File: src/rtl/clock_face_renderer_if.sv
// Pixel-source bus between the VGA driver and the clock face renderer.
// The driver side supplies the scan counters and time; the renderer returns colour.
interface clock_face_renderer_if;
   logic [9:0]  Hcnt;
   logic [9:0]  Vcnt;
   logic [23:0] time_bcd;
   logic        time_valid;
   logic [3:0]  red_color;
   logic [3:0]  green_color;
   logic [3:0]  blue_color;
   logic        drive_enable;

   modport master (
      output Hcnt, Vcnt, time_bcd, time_valid,
      input  red_color, green_color, blue_color, drive_enable
   );

   modport slave (
      input  Hcnt, Vcnt, time_bcd, time_valid,
      output red_color, green_color, blue_color, drive_enable
   );
endinterface

File: src/rtl/clock_face_renderer.sv
// Renders HH:MM:SS as seven-segment digits with blinking colons from the VGA scan counters.
// Two-stage pipeline: stage 1 locates the pixel in the digit row, stage 2 picks its colour.
module clock_face_renderer #(
   parameter logic [9:0]  H_DISP_ON    = 10'd144,
   parameter logic [9:0]  V_DISP_ON    = 10'd35,
   parameter logic [9:0]  V_DISP_LINES = 10'd480,
   parameter int          X0           = 64,
   parameter int          Y0           = 176,
   parameter int          DIGIT_W      = 64,
   parameter int          DIGIT_H      = 128,
   parameter int          COLON_W      = 32,
   parameter int          SEG_T        = 12,
   parameter int          BLINK_FRAMES = 30,
   parameter logic [11:0] FG_RGB       = 12'hFFF,
   parameter logic [11:0] BG_RGB       = 12'h004
) (
   input  logic                        clock_100mhz,
   input  logic                        reset_n,
   clock_face_renderer_if.slave        bus
);

   localparam logic [9:0] X0_P   = 10'(X0);
   localparam logic [9:0] Y0_P   = 10'(Y0);
   localparam logic [9:0] ROW_XE = 10'(X0 + 6 * DIGIT_W + 2 * COLON_W);
   localparam logic [9:0] ROW_YE = 10'(Y0 + DIGIT_H);
   localparam logic [9:0] V_END  = 10'(V_DISP_ON + V_DISP_LINES);
   localparam logic [9:0] B1     = 10'(DIGIT_W);
   localparam logic [9:0] B2     = 10'(2 * DIGIT_W);
   localparam logic [9:0] B3     = 10'(2 * DIGIT_W + COLON_W);
   localparam logic [9:0] B4     = 10'(3 * DIGIT_W + COLON_W);
   localparam logic [9:0] B5     = 10'(4 * DIGIT_W + COLON_W);
   localparam logic [9:0] B6     = 10'(4 * DIGIT_W + 2 * COLON_W);
   localparam logic [9:0] B7     = 10'(5 * DIGIT_W + 2 * COLON_W);

   localparam logic [7:0] SEG_TK  = 8'(SEG_T);
   localparam logic [7:0] SEG_R   = 8'(DIGIT_W - SEG_T);
   localparam logic [7:0] SEG_MID = 8'(DIGIT_H / 2);
   localparam logic [7:0] SEG_BOT = 8'(DIGIT_H - SEG_T);
   localparam logic [7:0] SEG_GLO = 8'(DIGIT_H / 2 - SEG_T / 2);
   localparam logic [7:0] SEG_GHI = 8'(DIGIT_H / 2 + SEG_T / 2);
   localparam logic [7:0] DOT_ULO = 8'(COLON_W / 2 - SEG_T / 2);
   localparam logic [7:0] DOT_UHI = 8'(COLON_W / 2 - SEG_T / 2 + SEG_T);
   localparam logic [7:0] FRAME_LAST = 8'(BLINK_FRAMES - 1);

   logic [23:0] pending_q, pending_d, shadow_q, shadow_d;
   logic [9:0]  vcnt_prev_q, vcnt_prev_d;
   logic [7:0]  frame_cnt_q, frame_cnt_d;
   logic        phase_q, phase_d;
   logic        v_active_q, v_active_d;
   logic        in_region_q, in_region_d;
   logic [2:0]  cell_q, cell_d;
   logic [7:0]  u_q, u_d, v_q, v_d;
   logic [11:0] color_q, color_d;
   logic        drive_enable_q, drive_enable_d;

   logic        frame_start;
   logic        h_on;
   logic [9:0]  x_pix, y_pix, rx;
   logic [3:0]  digit;
   logic [6:0]  segs;
   logic        seg_hit, dot_hit, lit;

   // Segment bits are {a,b,c,d,e,f,g}; non-decimal codes stay dark.
   function automatic logic [6:0] seg_map(input logic [3:0] d);
      case (d)
         4'd0:    seg_map = 7'b1111110;
         4'd1:    seg_map = 7'b0110000;
         4'd2:    seg_map = 7'b1101101;
         4'd3:    seg_map = 7'b1111001;
         4'd4:    seg_map = 7'b0110011;
         4'd5:    seg_map = 7'b1011011;
         4'd6:    seg_map = 7'b1011111;
         4'd7:    seg_map = 7'b1110000;
         4'd8:    seg_map = 7'b1111111;
         4'd9:    seg_map = 7'b1111011;
         default: seg_map = 7'b0000000;
      endcase
   endfunction

   // Time is staged in pending and only promoted to shadow at frame start to avoid tearing.
   always_comb begin
      frame_start = (bus.Vcnt == 10'd0) && (vcnt_prev_q != 10'd0);
      vcnt_prev_d = bus.Vcnt;
      pending_d   = bus.time_valid ? bus.time_bcd : pending_q;
      shadow_d    = shadow_q;
      frame_cnt_d = frame_cnt_q;
      phase_d     = phase_q;
      if (frame_start) begin
         shadow_d = bus.time_valid ? bus.time_bcd : pending_q;
         if (frame_cnt_q == FRAME_LAST) begin
            frame_cnt_d = 8'd0;
            phase_d     = ~phase_q;
         end else begin
            frame_cnt_d = frame_cnt_q + 8'd1;
         end
      end
   end

   // Stage 1: bounds are compared before subtracting so offsets never wrap.
   always_comb begin
      v_active_d  = (bus.Vcnt >= V_DISP_ON) && (bus.Vcnt < V_END);
      h_on        = bus.Hcnt >= H_DISP_ON;
      x_pix       = h_on ? bus.Hcnt - H_DISP_ON : 10'd0;
      y_pix       = v_active_d ? bus.Vcnt - V_DISP_ON : 10'd0;
      in_region_d = h_on && v_active_d && (x_pix >= X0_P) && (x_pix < ROW_XE)
                    && (y_pix >= Y0_P) && (y_pix < ROW_YE);
      rx          = in_region_d ? x_pix - X0_P : 10'd0;
      v_d         = in_region_d ? 8'(y_pix - Y0_P) : 8'd0;
      cell_d      = 3'd0;
      u_d         = 8'(rx);
      if (rx < B1) begin
         cell_d = 3'd0; u_d = 8'(rx);
      end else if (rx < B2) begin
         cell_d = 3'd1; u_d = 8'(rx - B1);
      end else if (rx < B3) begin
         cell_d = 3'd6; u_d = 8'(rx - B2);
      end else if (rx < B4) begin
         cell_d = 3'd2; u_d = 8'(rx - B3);
      end else if (rx < B5) begin
         cell_d = 3'd3; u_d = 8'(rx - B4);
      end else if (rx < B6) begin
         cell_d = 3'd7; u_d = 8'(rx - B5);
      end else if (rx < B7) begin
         cell_d = 3'd4; u_d = 8'(rx - B6);
      end else begin
         cell_d = 3'd5; u_d = 8'(rx - B7);
      end
   end

   // Stage 2: cells 6 and 7 are the colons, 0..5 the digits left to right.
   always_comb begin
      case (cell_q)
         3'd0:    digit = shadow_q[23:20];
         3'd1:    digit = shadow_q[19:16];
         3'd2:    digit = shadow_q[15:12];
         3'd3:    digit = shadow_q[11:8];
         3'd4:    digit = shadow_q[7:4];
         3'd5:    digit = shadow_q[3:0];
         default: digit = 4'hF;
      endcase
      segs    = seg_map(digit);
      seg_hit = (segs[6] && v_q < SEG_TK)
             || (segs[5] && u_q >= SEG_R && v_q < SEG_MID)
             || (segs[4] && u_q >= SEG_R && v_q >= SEG_MID)
             || (segs[3] && v_q >= SEG_BOT)
             || (segs[2] && u_q < SEG_TK && v_q >= SEG_MID)
             || (segs[1] && u_q < SEG_TK && v_q < SEG_MID)
             || (segs[0] && v_q >= SEG_GLO && v_q < SEG_GHI);
      dot_hit = !phase_q && (u_q >= DOT_ULO) && (u_q < DOT_UHI)
             && (((v_q >= 8'd32) && (v_q < 8'd44)) || ((v_q >= 8'd84) && (v_q < 8'd96)));
      lit     = in_region_q && (cell_q[2:1] == 2'b11 ? dot_hit : seg_hit);
      color_d = !v_active_q ? 12'h000 : (lit ? FG_RGB : BG_RGB);
      drive_enable_d = v_active_q;
   end

   always_ff @(posedge clock_100mhz) begin
      if (!reset_n) begin
         pending_q      <= '0;
         shadow_q       <= '0;
         vcnt_prev_q    <= '0;
         frame_cnt_q    <= '0;
         phase_q        <= 1'b0;
         v_active_q     <= 1'b0;
         in_region_q    <= 1'b0;
         cell_q         <= '0;
         u_q            <= '0;
         v_q            <= '0;
         color_q        <= '0;
         drive_enable_q <= 1'b0;
      end else begin
         pending_q      <= pending_d;
         shadow_q       <= shadow_d;
         vcnt_prev_q    <= vcnt_prev_d;
         frame_cnt_q    <= frame_cnt_d;
         phase_q        <= phase_d;
         v_active_q     <= v_active_d;
         in_region_q    <= in_region_d;
         cell_q         <= cell_d;
         u_q            <= u_d;
         v_q            <= v_d;
         color_q        <= color_d;
         drive_enable_q <= drive_enable_d;
      end
   end

   assign bus.red_color    = color_q[11:8];
   assign bus.green_color  = color_q[7:4];
   assign bus.blue_color   = color_q[3:0];
   assign bus.drive_enable = drive_enable_q;

endmodule

File: src/flat_wrapper.sv
// flat-port wrapper written by rule: the top's interface ports become plain ports
module clock_face_renderer_flat 
#(
   parameter logic [9:0]  H_DISP_ON    = 10'd144,
   parameter logic [9:0]  V_DISP_ON    = 10'd35,
   parameter logic [9:0]  V_DISP_LINES = 10'd480,
   parameter int          X0           = 64,
   parameter int          Y0           = 176,
   parameter int          DIGIT_W      = 64,
   parameter int          DIGIT_H      = 128,
   parameter int          COLON_W      = 32,
   parameter int          SEG_T        = 12,
   parameter int          BLINK_FRAMES = 30,
   parameter logic [11:0] FG_RGB       = 12'hFFF,
   parameter logic [11:0] BG_RGB       = 12'h004
)
  (clock_100mhz, reset_n, bus_Hcnt, bus_Vcnt, bus_time_bcd, bus_time_valid, bus_red_color, bus_green_color, bus_blue_color, bus_drive_enable);
  clock_face_renderer_if bus_i ();
  input  logic clock_100mhz;
  input  logic reset_n;
  input wire logic [$bits(bus_i.Hcnt)-1:0] bus_Hcnt;
  input wire logic [$bits(bus_i.Vcnt)-1:0] bus_Vcnt;
  input wire logic [$bits(bus_i.time_bcd)-1:0] bus_time_bcd;
  input wire logic [$bits(bus_i.time_valid)-1:0] bus_time_valid;
  output wire logic [$bits(bus_i.red_color)-1:0] bus_red_color;
  output wire logic [$bits(bus_i.green_color)-1:0] bus_green_color;
  output wire logic [$bits(bus_i.blue_color)-1:0] bus_blue_color;
  output wire logic [$bits(bus_i.drive_enable)-1:0] bus_drive_enable;
  assign bus_i.Hcnt = bus_Hcnt;
  assign bus_i.Vcnt = bus_Vcnt;
  assign bus_i.time_bcd = bus_time_bcd;
  assign bus_i.time_valid = bus_time_valid;
  assign bus_red_color = bus_i.red_color;
  assign bus_green_color = bus_i.green_color;
  assign bus_blue_color = bus_i.blue_color;
  assign bus_drive_enable = bus_i.drive_enable;
  clock_face_renderer #(.H_DISP_ON(H_DISP_ON), .V_DISP_ON(V_DISP_ON), .V_DISP_LINES(V_DISP_LINES), .X0(X0), .Y0(Y0), .DIGIT_W(DIGIT_W), .DIGIT_H(DIGIT_H), .COLON_W(COLON_W), .SEG_T(SEG_T), .BLINK_FRAMES(BLINK_FRAMES), .FG_RGB(FG_RGB), .BG_RGB(BG_RGB)) u_core (.clock_100mhz(clock_100mhz), .reset_n(reset_n), .bus(bus_i));
endmodule
File: config.mk
export PLATFORM = sky130hd
export DESIGN_NAME = clock_face_renderer_flat
export DESIGN_NICKNAME = d
export VERILOG_FILES = /design/src/rtl/clock_face_renderer_if.sv /design/src/rtl/clock_face_renderer.sv /design/src/flat_wrapper.sv
export SDC_FILE = /design/constraint.sdc
export NUM_CORES = 1
export LEC_CHECK = 0
export BUFFER_PORTS_ARGS = -buffer_cell sky130_fd_sc_hd__buf_2
export CELL_PAD_IN_SITES_DETAIL_PLACEMENT = 1
export CELL_PAD_IN_SITES_GLOBAL_PLACEMENT = 1
export CORE_UTILIZATION = 47
export CTS_CLUSTER_SIZE = 14
export DETAILED_ROUTE_END_ITERATION = 8
export PLACE_DENSITY = 0.82
export SYNTH_ARGS = -nofsm -noshare
export SYNTH_HDL_FRONTEND = slang
export SYNTH_SLANG_ARGS = --single-unit
File: constraint.sdc
create_clock -name clock_100mhz -period 14.2 [get_ports clock_100mhz]
set_input_delay 1.42 -clock clock_100mhz [delete_from_list [all_inputs] [get_ports clock_100mhz]]
set_output_delay 1.42 -clock clock_100mhz [all_outputs]
set_load 0.02 [all_outputs]
Yosys cells after proc, flatten, opt, wreduce, memory -nomap -nowiden
Memory sizes are Yosys's and may differ from the RTL's. Cells that the tools add are included.

Register bits after elaboration: 101. Bits in latches: 0. Bits in writable memories: 0. Bits in read-only memories: 112. Output and inout bits: 13. Logic and storage cells: 125. Memories kept: 1.

Add/sub/neg operators: 12. Multiply operators: 0. Div/mod/pow operators: 0. Magnitude comparators: 28. Equality and inequality tests: 7. Shift-type cells: 0. Multiplexer cells: 21. Bitwise logic cells: 2. Reduce and logical (&&, ||, !) cells: 41.

Memory list: (name not given) (depth 16, bits a word 7, read ports 1, clocked after Yosys merged registers in 0, wr ports 0, line clock_face_renderer.sv:65) `case (d)`.

Operators with widths (count): $mux W8 (8); $lt A10 B9 Y1 const B (4); $sub A8 B8 Y8 const B (5); $lt A10 B8 Y1 const B (3); $mux W10 (3); $logic_and A1 B1 Y1 (25); $ge A8 B6 Y1 const B (3); $ge A8 B7 Y1 const B (3); $lt A8 B7 Y1 const B (3); $mux W24 (1); $pmux W4 S6 (1); $ge A10 B8 Y1 const B (2); $lt A10 B10 Y1 const B (2); $lt A8 B4 Y1 const B (2); $sub A8 B7 Y8 const B (2); $mux W12 (1); $mux W3 (4); $ge A10 B6 Y1 const B (1); $ge A10 B7 Y1 const B (1); $logic_not A10 Y1 (1); $lt A10 B7 Y1 const B (1); $reduce_bool A10 Y1 (1); $sub A10 B6 Y10 const B (1); $sub A10 B7 Y10 const B (1); other kinds (19) (32).

Depth between registers and ports, before layout
Depth after elaboration: 16. Depth in mapped cells: 23.

Worst setup path before layout
No wires, ideal clock.

Path type: input port to flip-flop. Start: in bus_Vcnt[0]. End: reg u_core.u_q[6]. Setup time: 0.125 ns. Arrival time: 5.491 ns. Path slack: 8.584 ns. Stages: 18. Buffers on the path: 1. Cells stage by stage: ha_1 -> o41a_2 -> o41ai_1 -> and2_1 -> clkbuf_1 -> a21oi_1 -> ha_1 -> nor4b_2 -> or4_1 -> o211ai_2 -> or2_2 -> nor2_2 -> inv_1 -> ha_1 -> nor4b_4 -> nor2_1 -> a41o_1 -> o41a_1.

Longest elaborated chain between the ends: 16.

RTL lines: from (decl) (line flat_wrapper.sv:22) `input wire logic [$bits(bus_i.Vcnt)-1:0] bus_Vcnt;`; parallel branches: the longest is 6 deep, another holds $ge A10 B6 Y1; $logic_and A1 B1 Y1 (*) (line clock_face_renderer.sv:106) `&& (y_pix >= Y0_P) && (y_pix < ROW_YE);`; $mux W10 (*) (line clock_face_renderer.sv:107) `rx = in_region_d ? x_pix - X0_P : 10'd0;`; $sub A8 B8 Y8, or another cell as far along (line clock_face_renderer.sv:116, clock_face_renderer.sv:126); $mux W8 (line clock_face_renderer.sv:123) `end else if (rx < B7) begin`; $mux W8 (line clock_face_renderer.sv:121) `end else if (rx < B6) begin`; $mux W8 (line clock_face_renderer.sv:119) `end else if (rx < B5) begin`; $mux W8 (line clock_face_renderer.sv:117) `end else if (rx < B4) begin`; $mux W8 (line clock_face_renderer.sv:115) `end else if (rx < B3) begin`; $mux W8 (line clock_face_renderer.sv:113) `end else if (rx < B2) begin`; $mux W8 (*) (line clock_face_renderer.sv:111) `if (rx < B1) begin`; to (signal assigned) (line clock_face_renderer.sv:179) `u_q <= u_d;`; to (decl) (line clock_face_renderer.sv:52) `logic [7:0] u_q, u_d, v_q, v_d;`.

Every way passes the cells marked *. A chain may end at the register's enable or synchronous reset.

Final worst setup path
Start: in bus_Vcnt[0]. End: reg u_core.u_q[7].

Same word-level chain as after synthesis.

==> qor.csv <==
stage,metric,value,unit
floorplanning,die_h,105,um
setup_path,setup.worst_path.class,input port to flop,
timing,clock.fmax,169,MHz
finish,n_antenna_cell,0,
min_path,hold_path_depth,1,
power_and_ir_drop,power_switching,0.000153,W
route,drtIter0Drc,137,
route,first_pass_iters,4,
setup_path,startpoint_type,input port,
timing,finalHoldViolCount,0,
setup_path,timing.critical_path.to_type,flop,
grt,grt_max_degree,55,
clock_tree,cts_tree,built,
clock_tree,htreeDepth,3,
grt,grt_overflow,0,
logic_synthesis,synth_common_cells,"nor2_1 (120), dfxtp_1 (89), a21oi_1 (49)",
floorplanning,die_w,105,um
power_and_ir_drop,swShare,0.297,
clock_tree,cts_hold_buffers,0,
floorplanning,coreArea,10300,sq um
logic_synthesis,yosysSeqAreaShare,0.360,
timing,setup_tns,0,ns
logic_synthesis,yosys.area.top_type_share,0.360,
clock_tree,cts_buffer_depth,2,
clock_tree,ctsResizeCount,0,
logic_synthesis,synth_seq_cells,89,
floorplanning,fp-row-count,37,
clock_tree,insertion_delay,0.37,ns
clock_tree,root_buffer,clkbuf_8,
route,ant_nets,0,
route,wl,12100,um
setup_path,reg2reg_depth,11,
flow_run,max_cap_violations,0,
logic_synthesis,synth_cells,593,
min_path,min_to,u_core.bus.drive_enable,
floorplanning,start_util,0.481,
logic_synthesis,synth_warnings,0,
clock_tree,postCtsSetupBuffers,0,
route,route.detailed.drc,0,
setup_path,r2r-start,u_core.cell_q[0],
timing,slew_violations,0,
logic_synthesis,synth_flop_cell,dfxtp_1,
clock_tree,clk_pin_slew_worst_paths,0.09,ns
placed_design,port_buffers,59,
timing,min_period,5.92,ns
timing,clock_skew,0.0162,ns
logic_synthesis,synth-edff-count,0,
power_and_ir_drop,peakVddDrop,0.0000540,V
route,viasPerCell,5.56,
min_path,hp-start,u_core.drive_enable_d,
setup_path,worst-r2r-setup-slack,10.83,ns
finish,finalNonFillerCells,763,
clock_tree,cts_buffers,9,
power_and_ir_drop,p_clk_frac,0.322,
logic_synthesis,synth_area_leaders,"dfxtp_1 (36%), nor2_1 (9.1%), mux2i_1 (6.1%), ha_1 (5.3%), a21oi_1 (5.0%)",
grt,antenna_found_initial,0,
min_path,hold_path_class,flop to flop,
clock_tree,cts.sink_count,89,
grt,grt_usage,0.227,
finish,synthToLayoutAreaGrowth,8.65,%
logic_synthesis,ys_types,79,
grt,grt_pass1_vias,4246,
route,detail_route.wl_per_cell,15.9,um
setup_path,cp_max_fo,15,
logic_synthesis,syn-num-nets,661,
logic_synthesis,synth.cell_area,4950,sq um
logic_synthesis,synth.avg_cell_area,8.34,sq um
power_and_ir_drop,cellLeakagePower,2.31,nW
logic_synthesis,yosysMostFrequentCell,nor2_1,
setup_path,arrival,6.18,ns
setup_path,crit_required,14.46,ns
setup_path,rr_endpoint,u_core.color_q[10],
placed_design,dp_hpwl,9040,um
route,vias,4239,
placed_design,gp_congestion,0.878,
placed_design,placed_cells,747,
power_and_ir_drop,cellPowerDensity,95.4,nW/um^2
finish,drive_gt1_frac,0.156,
timing,setup-violations-final,0,
power_and_ir_drop,p_comb_frac,0.169,
power_and_ir_drop,intPower,0.000361,W
grt,grt_pass1_wl,20200,um
power_and_ir_drop,power_frac_seq,0.509,
finish,nets,690,
timing,tightestPinTransition,0.944,ns
timing,rsz0062_at_grt,false,
logic_synthesis,synth_top_area_cell,dfxtp_1,
logic_synthesis,synth-async-reset-ratio,0,
timing,max-slew-margin-rel,0.370,
floorplanning,num_io_pins,60,
timing,period_share,0.417,
run_status,status,"finished, final reports clean",
floorplanning,die-area,10900,sq um
## critical path, stage by stage
cell       delay (ns)
buf_2            0.13
ha_1             0.28
o41a_2           0.55
o41ai_1          0.38
and2_1           0.30
a21oi_1          0.11
ha_1             0.31
nor4b_2          0.19
or4_1            0.52
o211ai_2         0.27
nor2_4           0.14
nand2_1          0.23
ha_1             0.47
nand4b_1         0.14
a21oi_1          0.18
nor2_1           0.06
o2bb2ai_1        0.17
nor4_1           0.06
o32ai_1          0.27
## power groups by stage
stage / sequential [W] / clock [W] / combinational (W)
after detailed placement: 0.000267 / 0 / 0.0000868
after global placement: 0.000266 / 0 / 0.0000840
final: 0.000261 / 0.000165 / 0.0000869
after CTS: 0.000261 / 0.000169 / 0.0000873
after global routing: 0.000262 / 0.000177 / 0.0000960
after floorplan: 0.000265 / 0 / 0.0000642
## routing by layer
layer / track usage / vias to the layer above / part of all wire
met3: 0.0343 / 14 / 0.029
met4: 0.0664 / 0 / 0.015
met2: 0.395 / 73 / 0.48
li1: - / 2120 / -
met5: 0 / - / 0
met1: 0.291 / 2032 / 0.48
## how the worst max path moves through the flow
stage                     slack (ns)       endpoint  depth (start not counted)   startpoint
after floorplan                 8.58  u_core.u_q[6]                         18  bus_Vcnt[0]
after global placement          8.22  u_core.u_q[7]                         19  bus_Vcnt[0]
after detailed placement        7.94  u_core.u_q[7]                         19  bus_Vcnt[0]
after CTS                       8.29  u_core.u_q[7]                         19  bus_Vcnt[0]
after global routing            7.91  u_core.u_q[7]                         19  bus_Vcnt[0]
final                           8.28  u_core.u_q[7]                         19  bus_Vcnt[0]
## placed cells by master (no fill, tap or decap), drive strengths merged, types with 2 or more instances in the layout
cell type,n
a2111oi,2
a211oi,10
a21boi,5
a21oi,50
a221oi,3
a22oi,2
a31oi,5
a41o,2
and2,12
and3,6
buf,60
clkbuf,10
clkinv,3
dfxtp,89
ha,21
inv,33
mux2,3
mux2i,31
nand2,25
nand2b,6
nand3,9
nand4,6
nand4b,3
nor2,123
nor2b,4
nor3,11
nor4,8
nor4b,4
o2111ai,3
o211ai,5
o21ai,20
o22ai,2
o2bb2ai,2
o31a,2
o41a,2
or3,4
or4,3
xnor2,10
xor2,7
## cell type report
class | instances | area, sq um
Timing Repair Buffer | 60 | 303
Clock inverter | 6 | 48.8
Multi-Input combinational cell | 432 | 2820
Fill cell | 1276 | 4900
Sequential cell | 89 | 1780
Tap cell | 136 | 170
Inverter | 30 | 113
Clock buffer | 10 | 138
## flip-flops by register name (all words and copies together), names as in the netlist, 2 cells and up
register and count:
u_core.frame_cnt_q 8, u_core.v_q 7, u_core.vcnt_prev_q 10, u_core.cell_q 3, u_core.shadow_q 24, u_core.color_q 2
u_core.pending_q 24, u_core.u_q 7
## stage by stage
stage	hold slack, ns	instance area [sq um]	utilization	setup WS [ns]	total power (W)
after floorplan	0.427	4950	-	8.58	0.000329
after global placement	0.465	5190	0.505	8.22	0.000350
after detailed placement	0.479	5190	0.505	7.94	0.000354
after CTS	0.495	5380	0.523	8.29	0.000518
after global routing	0.516	5380	0.523	7.91	0.000536
final	0.482	5380	0.523	8.28	0.000513
## cell families (layout without fill, tap and decap cells)
family                     after synthesis  after routing  synth area share
buffers and inverters                   72            106            0.0695
muxes                                   35             35            0.0748
and+or+nand+nor                        230            230             0.234
AOI/OAI and AO/OA                      129            129             0.178
adders and majority gates               21             21            0.0531
DFF                                     89             89             0.360
xor gates and xnor gates                17             17            0.0301
Power figures use the tool's default switching activity.
